**src/rtl/common_types_pkg.sv**
```systemverilog
// Shared types for the memory-side blocks: word type, RAM handshake state
// and the arbiter FSM state.
package common_types_pkg;

  localparam int unsigned WORD_W = 32;

  typedef logic [WORD_W-1:0] word_t;

  typedef enum logic [1:0] {
    RAM_IDLE,
    RAM_WAIT,
    RAM_DONE
  } ram_state_t;

  typedef enum logic [1:0] {
    ARB_IDLE,
    ARB_IGRANT,
    ARB_DGRANT
  } arb_state_t;

  // Byte enables used for every read (full word).
  localparam logic [3:0] STRB_WORD = 4'b1111;

endpackage

```
**src/rtl/mem_arbiter.sv**
```systemverilog
// mem_arbiter: shares one RAM port between an instruction-fetch port and a
// data port. Data wins simultaneous requests by default; with ARB_FAIR_EN
// defined, simultaneous requests alternate between the two ports.
// RAM command and completion signals are combinational from the grant state.
module mem_arbiter #(
  parameter int unsigned WORD_W = common_types_pkg::WORD_W
) (
  input  logic                          CLK,
  input  logic                          nRST,
  input  logic                          iREN,
  input  logic [WORD_W-1:0]             iaddr,
  output logic [WORD_W-1:0]             iload,
  output logic                          iHIT,
  input  logic                          dREN,
  input  logic                          dWEN,
  input  logic [WORD_W-1:0]             daddr,
  input  logic [WORD_W-1:0]             dstore,
  input  logic [3:0]                    dstrb,
  output logic [WORD_W-1:0]             dload,
  output logic                          dHIT,
  output logic                          ramREN,
  output logic                          ramWEN,
  output logic [WORD_W-1:0]             ramaddr,
  output logic [WORD_W-1:0]             ramstore,
  output logic [3:0]                    ramstrb,
  input  logic [WORD_W-1:0]             ramload,
  input  common_types_pkg::ram_state_t  ramstate
);

  import common_types_pkg::*;

  arb_state_t state;
  arb_state_t next_state;
  logic       d_req;
  logic       d_first;

  assign d_req = dREN | dWEN;

`ifdef ARB_FAIR_EN
  // High when the fetch port was granted last; reset so data wins the first tie.
  logic last_grant;

  // Remember which port took the most recent grant.
  always_ff @(posedge CLK or negedge nRST) begin
    if (!nRST) begin
      last_grant <= 1'b1;
    end else if (state == ARB_IDLE && next_state == ARB_IGRANT) begin
      last_grant <= 1'b1;
    end else if (state == ARB_IDLE && next_state == ARB_DGRANT) begin
      last_grant <= 1'b0;
    end
  end

  assign d_first = last_grant;
`else
  assign d_first = 1'b1;
`endif

  // State register.
  always_ff @(posedge CLK or negedge nRST) begin
    if (!nRST) begin
      state <= ARB_IDLE;
    end else begin
      state <= next_state;
    end
  end

  // Grant selection in idle; a grant is held until the RAM reports done.
  always_comb begin
    next_state = state;
    unique case (state)
      ARB_IDLE: begin
        if (d_req && (!iREN || d_first)) begin
          next_state = ARB_DGRANT;
        end else if (iREN) begin
          next_state = ARB_IGRANT;
        end
      end
      ARB_IGRANT, ARB_DGRANT: begin
        if (ramstate == RAM_DONE) begin
          next_state = ARB_IDLE;
        end
      end
      default: next_state = ARB_IDLE;
    endcase
  end

  // Mirror the granted port onto the RAM and return completion to it only.
  always_comb begin
    ramREN   = '0;
    ramWEN   = '0;
    ramaddr  = '0;
    ramstore = '0;
    ramstrb  = '0;
    iHIT     = '0;
    iload    = '0;
    dHIT     = '0;
    dload    = '0;
    unique case (state)
      ARB_IGRANT: begin
        ramREN  = 1'b1;
        ramaddr = iaddr;
        ramstrb = STRB_WORD;
        if (ramstate == RAM_DONE) begin
          iHIT  = 1'b1;
          iload = ramload;
        end
      end
      ARB_DGRANT: begin
        ramREN   = dREN;
        ramWEN   = dWEN;
        ramaddr  = daddr;
        ramstore = dstore;
        ramstrb  = dWEN ? dstrb : STRB_WORD;
        if (ramstate == RAM_DONE) begin
          dHIT  = 1'b1;
          dload = ramload;
        end
      end
      default: ;
    endcase
  end

endmodule

```
**config.mk**
```make
export PLATFORM = sky130hd
export DESIGN_NAME = mem_arbiter
export DESIGN_NICKNAME = d
export VERILOG_FILES = /design/src/rtl/common_types_pkg.sv /design/src/rtl/mem_arbiter.sv
export SDC_FILE = /design/constraint.sdc
export NUM_CORES = 1
export LEC_CHECK = 0
export ABC_AREA = 1
export BUFFER_PORTS_ARGS = -buffer_cell sky130_fd_sc_hd__buf_4
export CELL_PAD_IN_SITES_DETAIL_PLACEMENT = 2
export CELL_PAD_IN_SITES_GLOBAL_PLACEMENT = 2
export CORE_UTILIZATION = 10
export CTS_BUF_LIST = sky130_fd_sc_hd__clkbuf_8
export CTS_CLUSTER_SIZE = 24
export DETAILED_ROUTE_END_ITERATION = 8
export MAX_ROUTING_LAYER = met4
export PLACE_DENSITY_LB_ADDON = 0.25
export SYNTH_ARGS = -nofsm -noshare
export SYNTH_HDL_FRONTEND = slang
export SYNTH_SLANG_ARGS = --single-unit
export TNS_END_PERCENT = 10
```
**constraint.sdc**
```tcl
create_clock -name CLK -period 2.3 [get_ports CLK]
set_input_delay 0 -clock CLK [delete_from_list [all_inputs] [get_ports CLK]]
set_output_delay 0 -clock CLK [all_outputs]
set_load 0.01 [all_outputs]
```
==> results of run 1 <==
==> metrics by stage <==
stage | hold slack [ps] | utilization
floorplan | -295.6 | -
global placement | -210.5 | 0.2575
global route | 79.87 | 0.2612
CTS | 69.00 | 0.2612
finish | 60.87 | 0.2612
detailed placement | -207.1 | 0.2575
==> critical path, delay by kind of cell, from the launching register on <==
| kind | cells | cell delay (ps) |
|---|---|---|
| simple gates | 2 | 540 |
| fa+ha+maj | 1 | 520 |
| flops | 1 | 400 |
| buf+inv | 2 | 240 |
==> Yosys cell counts <==
library cell / number
dfrtp_1: 2
ha_1: 4
buf_6: 7
nand3_1: 3
buf_4: 7
nor2_1: 66
inv_1: 75
buf_2: 7
inv_2: 1
o21ai_0: 5
nand2_1: 104
a21oi_1: 37
nor2_4: 1
nand2_4: 2
==> cells by family after synthesis <==
logic type               Yosys count  synth area share
AND/OR/NAND/NOR                  176            0.4741
buffers and inverters             97            0.3117
AO/OA/AOI/OAI                     42            0.1451
adder cells (fa/ha/maj)            4           0.03454
flip-flops                         2           0.03454
==> layer usage <==
layer  vias to the layer above  part of all wire  GRT usage
met3                         7             0.079    0.01905
met5                         -                 0          -
met2                       149              0.56     0.2700
li1                       1436                 -          -
met4                         0             0.010    0.02820
met1                      1341              0.35     0.1330
==> how the worst min path moves through the flow <==
stage,start,endpoint,slack (ps),depth (start not counted)
6_report,iREN,state[0]$_DFFE_PN0P_,60,3
5_1_grt,iREN,state[0]$_DFFE_PN0P_,80,3
4_1_cts,iREN,state[0]$_DFFE_PN0P_,70,3
3_5_place_dp,nRST,state[0]$_DFFE_PN0P_,-210,1
3_3_place_gp,nRST,state[0]$_DFFE_PN0P_,-210,1
2_1_floorplan,nRST,state[0]$_DFFE_PN0P_,-300,0
==> cell type report <==
type	instances	area (um^2)	area share
inverters	76	285.3	0.07808
clock buffers	3	41.29	0.01130
flip-flops and latches	2	50.05	0.01370
well taps	180	225.2	0.06164
multi-input cells	222	947.2	0.2592
repair buffers	280	2105	0.5760
==> report_power, final <==
group,switching [uW],internal (uW),total (uW)
Sequential,13.8,48.3,62.1
Clock,31.9,111,143
Combinational,1150,900,2050
==> layout by cell type, fill, tap and decap left out <==
cell / synthesis / routed
clkbuf_8: 0 / 3
inv_1: 75 / 75
a21oi_1: 37 / 37
nor2_4: 1 / 1
nand3_1: 3 / 3
ha_1: 4 / 4
dfrtp_1: 2 / 2
buf_4: 7 / 279
nor2_1: 66 / 66
o21ai_0: 5 / 5
nand2_1: 104 / 104
dlygate4sd3_1: 0 / 1
nand2_4: 2 / 2
inv_2: 1 / 1
==> impl_metrics.json, run 1 <==
{
  "status": "finished, final reports clean",
  "critPathArrivalTime_ps": 1920,
  "reg_top3": "state x2",
  "slew_headroom": 0.5664,
  "synth_top_area_cell": "nand2_1",
  "regMostFlops": "state",
  "rr_endpoint": "state[1]$_DFFE_PN0P_",
  "yosysSeqAreaShare": 0.03454,
  "rows": 43,
  "syn_area_um2": 1449,
  "synth_top_area_frac": 0.2694,
  "largest_reg_flops": 2,
  "yosys_warnings": 0,
  "period_share": 0.8364,
  "die_w_um": 122.4,
  "worst_slew_pin_slew_ps": 649.4,
  "hold_violations": 0,
  "core_um2": 13990,
  "synth.distinct_cells": 14,
  "cts_max_level": 1,
  "viasPerCell": 3.844,
  "cap_violations": 0,
  "crit_path_start_kind": "register",
  "place.gp.congestion": 0.7268,
  "leakagePower_uw": 0.002376,
  "p_per_area_nw_per_um2": 618.3,
  "worstHoldPathType": "primary input to register",
  "antenna_found_initial": 0,
  "root_buffer": "clkbuf_8",
  "synth-seq-cells": 2,
  "slowest_delay_ps": 520,
  "drc_errors": 0,
  "cts.clk_slew.worst_paths_ps": 30,
  "cts_buffers": 3,
  "grt_usage": 0.1337,
  "worstPathRequired_ps": 2300,
  "setup_ws_ps": 376.3,
  "slowest_stage": "ha_1",
  "num_io_pins": 275,
  "gr-total-overflow": 0,
  "fin_cells": 763,
  "cts_buffer_depth": 2,
  "place_area_um2": 3602,
  "max-vdd-ir-drop_mv": 0.2734,
  "num_vias": 2933,
  "period_minus_slack_ps": 1924,
  "detail_route.wl_per_cell_um": 13.89,
  "grt_pass1_vias": 3032,
  "fin_nets": 728,
  "stdcell_area_um2": 3654,
  "fmax_ghz": 0.5198,
  "clk_latency_ps": 220,
  "die-area_um2": 14970,
  "fillCellCount": 1762,
  "io_buffer_count": 274,
  "path_class": "register to output port",
  "drtPass1Iterations": 4,
  "antenna_left": 0,
  "synth.area.top_cells": "nand2_1 (27%), inv_1 (19%), nor2_1 (17%)",
  "maxSlewViolCount": 0,
  "avgSynthCellArea_um2": 4.514,
  "rr_startpoint": "state[0]$_DFFE_PN0P_",
  "finalClockSkew_ps": 2.478,
  "finalPower_uw": 2259,
  "worst_setup_path_end_kind": "output port",
  "die_y_um": 122.4,
  "post-place-ws_ps": 519.1,
  "post-cts-setup-buffer-count": 0,
  "cts_resized": 0,
  "path_cells": "inv_1 -> ha_1 -> nand2_4 -> nor2_1 -> buf_4",
  "initial_core_util": 0.1036,
  "synthCells": 321,
  "hpwlAfterDp_um": 9230,
  "endpoint": "iload[8]",
  "grt_max_degree": 38,
  "place_inst": 759,
  "grt_pass1_wl_um": 15210,
  "finalWirelength_um": 10600,
  "finalSetupViolCount": 0,
  "cp-startpoint": "state[1]$_DFFE_PN0P_",
  "setup_tns_ps": 0,
  "cts.sinks": 2,
  "first_iter_violations": 57,
  "worst-r2r-setup-slack_ps": 940,
  "rr_worst_depth": 6,
  "syn_to_final_growth_pct": 152.2,
  "drive_above_1_share": 0.4906,
  "ctsHoldBuffers": 1,
  "crit_fanout": 33,
  "rsz0062_at_grt": "no",
  "cts_tree": "built",
  "antenna_cells": 0,
  "synth_fp_nets": 464
}
Power figures use the tool's default switching activity.
==> inputs of run 2 (changes only) <==
Settings changed: ABC_AREA 1 to 0.
Clock period 2.3 ns to 1.7 ns, I/O delays scaled along.
==> impl_metrics.json, run 2 <==
{
  "slowest_delay_ps": 390,
  "antenna_found_initial": 0,
  "p_sw_uw": 1726,
  "worstPathRequired_ps": 1700,
  "path_buf_inv": 3,
  "leakagePower_uw": 0.002007,
  "synth-edff-count": 0,
  "largest_reg_flops": 2,
  "io_buffer_count": 274,
  "synth_top_area_frac": 0.4059,
  "rsz0062_at_grt": "yes",
  "slowest_stage": "dfrtp_1",
  "power_frac_seq": 0.024,
  "antenna_left": 0,
  "internal-power_uw": 2054,
  "grt_pass1_vias": 2725,
  "worstHoldPathType": "primary input to register",
  "grt_pass1_wl_um": 14550,
  "synth_common_cells": "and2_1 (97), nor2b_1 (33), a22oi_1 (32), buf_6 (8), clkbuf_1 (6)",
  "cts_tree": "built",
  "regMostFlops": "state",
  "core_um2": 14530,
  "synth_most_common_cell": "and2_1",
  "finalSetupViolCount": 0,
  "hold_violations": 0,
  "cts_max_level": 1,
  "die_y_um": 124.3,
  "antenna_cells": 0,
  "period_share": 0.9893,
  "synth.area.top_cells": "and2_1 (41%), a22oi_1 (16%), nor2b_1 (14%)",
  "p_comb_frac": 0.925,
  "switching_share": 0.4566,
  "crit_path_start_kind": "register",
  "die-area_um2": 15440,
  "syn_to_final_growth_pct": 156.7,
  "viasPerCell": 3.914,
  "first_iter_violations": 39,
  "synth.distinct_cells": 21,
  "synth_fp_nets": 358,
  "critPathArrivalTime_ps": 1680,
  "grt_usage": 0.1183,
  "die_w_um": 124.3,
  "reg_top3": "state x2",
  "avgSynthCellArea_um2": 6.954,
  "finalPower_uw": 3781,
  "synth-main-ff-cell": "dfrtp_1",
  "synthCells": 215,
  "yosys_warnings": 0,
  "synth_top_area_cell": "and2_1",
  "path_cells": "inv_1 -> ha_2 -> buf_6 -> o21ai_0 -> a21boi_0 -> buf_4",
  "cts_buffers": 3,
  "yosysSeqAreaShare": 0.03347,
  "cts_buffer_depth": 2,
  "rows": 44,
  "p_per_area_nw_per_um2": 985.3,
  "max-vdd-ir-drop_mv": 0.4512,
  "final_common_cell": "buf_4",
  "drc_errors": 0,
  "drive_above_1_share": 0.6120,
  "rr_worst_depth": 4,
  "crit_fanout": 15,
  "cap_violations": 0,
  "status": "finished, final reports clean",
  "mostFrequentLayoutCells": "buf_4 (274), and2_1 (97), nor2b_1 (33)",
  "detail_route.wl_per_cell_um": 14.73,
  "fmax_ghz": 0.5946,
  "grt_max_degree": 36,
  "clk_latency_ps": 220,
  "maxSlewViolCount": 0,
  "num_io_pins": 275,
  "holdWs_ps": 87.85,
  "num_vias": 2607,
  "finalClockSkew_ps": 2.507,
  "gr-total-overflow": 0,
  "worst_slew_pin_slew_ps": 284.1,
  "cts.sinks": 2,
  "hold_depth": 3,
  "clkPwrFrac": 0.052,
  "slew_headroom": 0.8105,
  "hpwlAfterDp_um": 7843,
  "root_buffer": "clkbuf_8",
  "drtPass1Iterations": 4,
  "synth-seq-cells": 2,
  "fin_nets": 627,
  "finalWirelength_um": 9811,
  "async_reset_ff_frac": 1.000,
  "initial_core_util": 0.1029,
  "worst_setup_path_end_kind": "output port",
  "cts.clk_slew.worst_paths_ps": 30,
  "cpLargestDelayFamily": "buffers and inverters",
  "place.gp.congestion": 0.7971,
  "period_minus_slack_ps": 1682,
  "syn_area_um2": 1495,
  "worst-path-stages": 6,
  "path_class": "register to output port"
}
[run 2: cell types whose count changed after synthesis, sizes merged, moves of 33 or more]
cell,change
nor2,-62
inv,-71
a21oi,-35
nand2,-105
nor2b,+33
and2,+97
a22oi,+33
[run 2: power groups by stage]
| stage | Clock, uW | Combinational [uW] | Sequential [uW] |
|---|---|---|---|
| 2_1_floorplan | 0 | 1820 | 85.4 |
| 3_3_place_gp | 0 | 3370 | 89.5 |
| 3_5_place_dp | 0 | 3440 | 91.5 |
| 4_1_cts | 203 | 3530 | 91.2 |
| 5_1_grt | 202 | 3800 | 92.8 |
| 6_report | 195 | 3500 | 90.3 |
[run 2: cell type report]
class	count	area [um^2]
clock buffer	3	41.29
fill	1731	10700
inverter	5	23.77
multi-input combinational	190	1308
sequential	2	50.05
tap	184	230.2
timing repair buffer	282	2185
[run 2: path summary, 6_finish.rpt]
check,slack [ps],startpoint,end
worst max register to register,270,state[0]$_DFFE_PN0P_,state[1]$_DFFE_PN0P_
max in group asynchronous,1480,nRST,state[0]$_DFFE_PN0P_
min in group asynchronous,130,nRST,state[1]$_DFFE_PN0P_
worst max-delay path,20,state[0]$_DFFE_PN0P_,ramstrb[2]
worst min-delay path,90,iREN,state[0]$_DFFE_PN0P_
worst min register to register,600,state[1]$_DFFE_PN0P_,state[1]$_DFFE_PN0P_
[run 2: worst reg2reg max path: stages (launching register included)]
cell,delay [ps]
dfrtp_1,370
inv_1,110
ha_2,460
a21oi_1,110
a311o_1,270
[run 2: what timing repair did]
item | 4_1_cts | 5_1_grt
setup endpoints to repair | 69 | 98
pin swaps | 2 | 4
hold buffers | 1 | 0
endpoints found under the hold margin | 2 | 0
setup buffers | 0 | 2
cloned | 1 | 2
resized for setup | 6 | 3
[run 2: metal layers]
layer	GRT usage	vias up	share of wire
met2	0.2194	147	0.54
met1	0.1285	1209	0.37
met4	0.02764	0	0.010
met5	-	-	0
li1	-	1245	-
met3	0.02277	6	0.078
[run 2: through the flow]
step | instances | cell area, um^2 | setup slack, ps | TNS (ps) | utilization
3_3_place_gp | 657 | 3692 | 127.8 | 0 | 0.2540
5_1_grt | 666 | 3837 | -91.13 | -1886 | 0.2640
6_report | 666 | 3837 | 18.12 | 0 | 0.2640
3_5_place_dp | 657 | 3692 | 88.35 | 0 | 0.2540
4_1_cts | 662 | 3771 | -41.25 | -556.1 | 0.2595
2_1_floorplan | 215 | 1495 | 373.2 | 0 | -
[run 2: cells by family (layout without fill, tap and decap cells)]
kind of cell | Yosys count | count (layout) | share of synthesized area
and+or+nand+nor | 137 | 140 | 0.5900
AOI/OAI and AO/OA | 46 | 46 | 0.2251
buffers and inverters | 26 | 290 | 0.1180
adders and majority gates | 4 | 4 | 0.03347
DFF | 2 | 2 | 0.03347
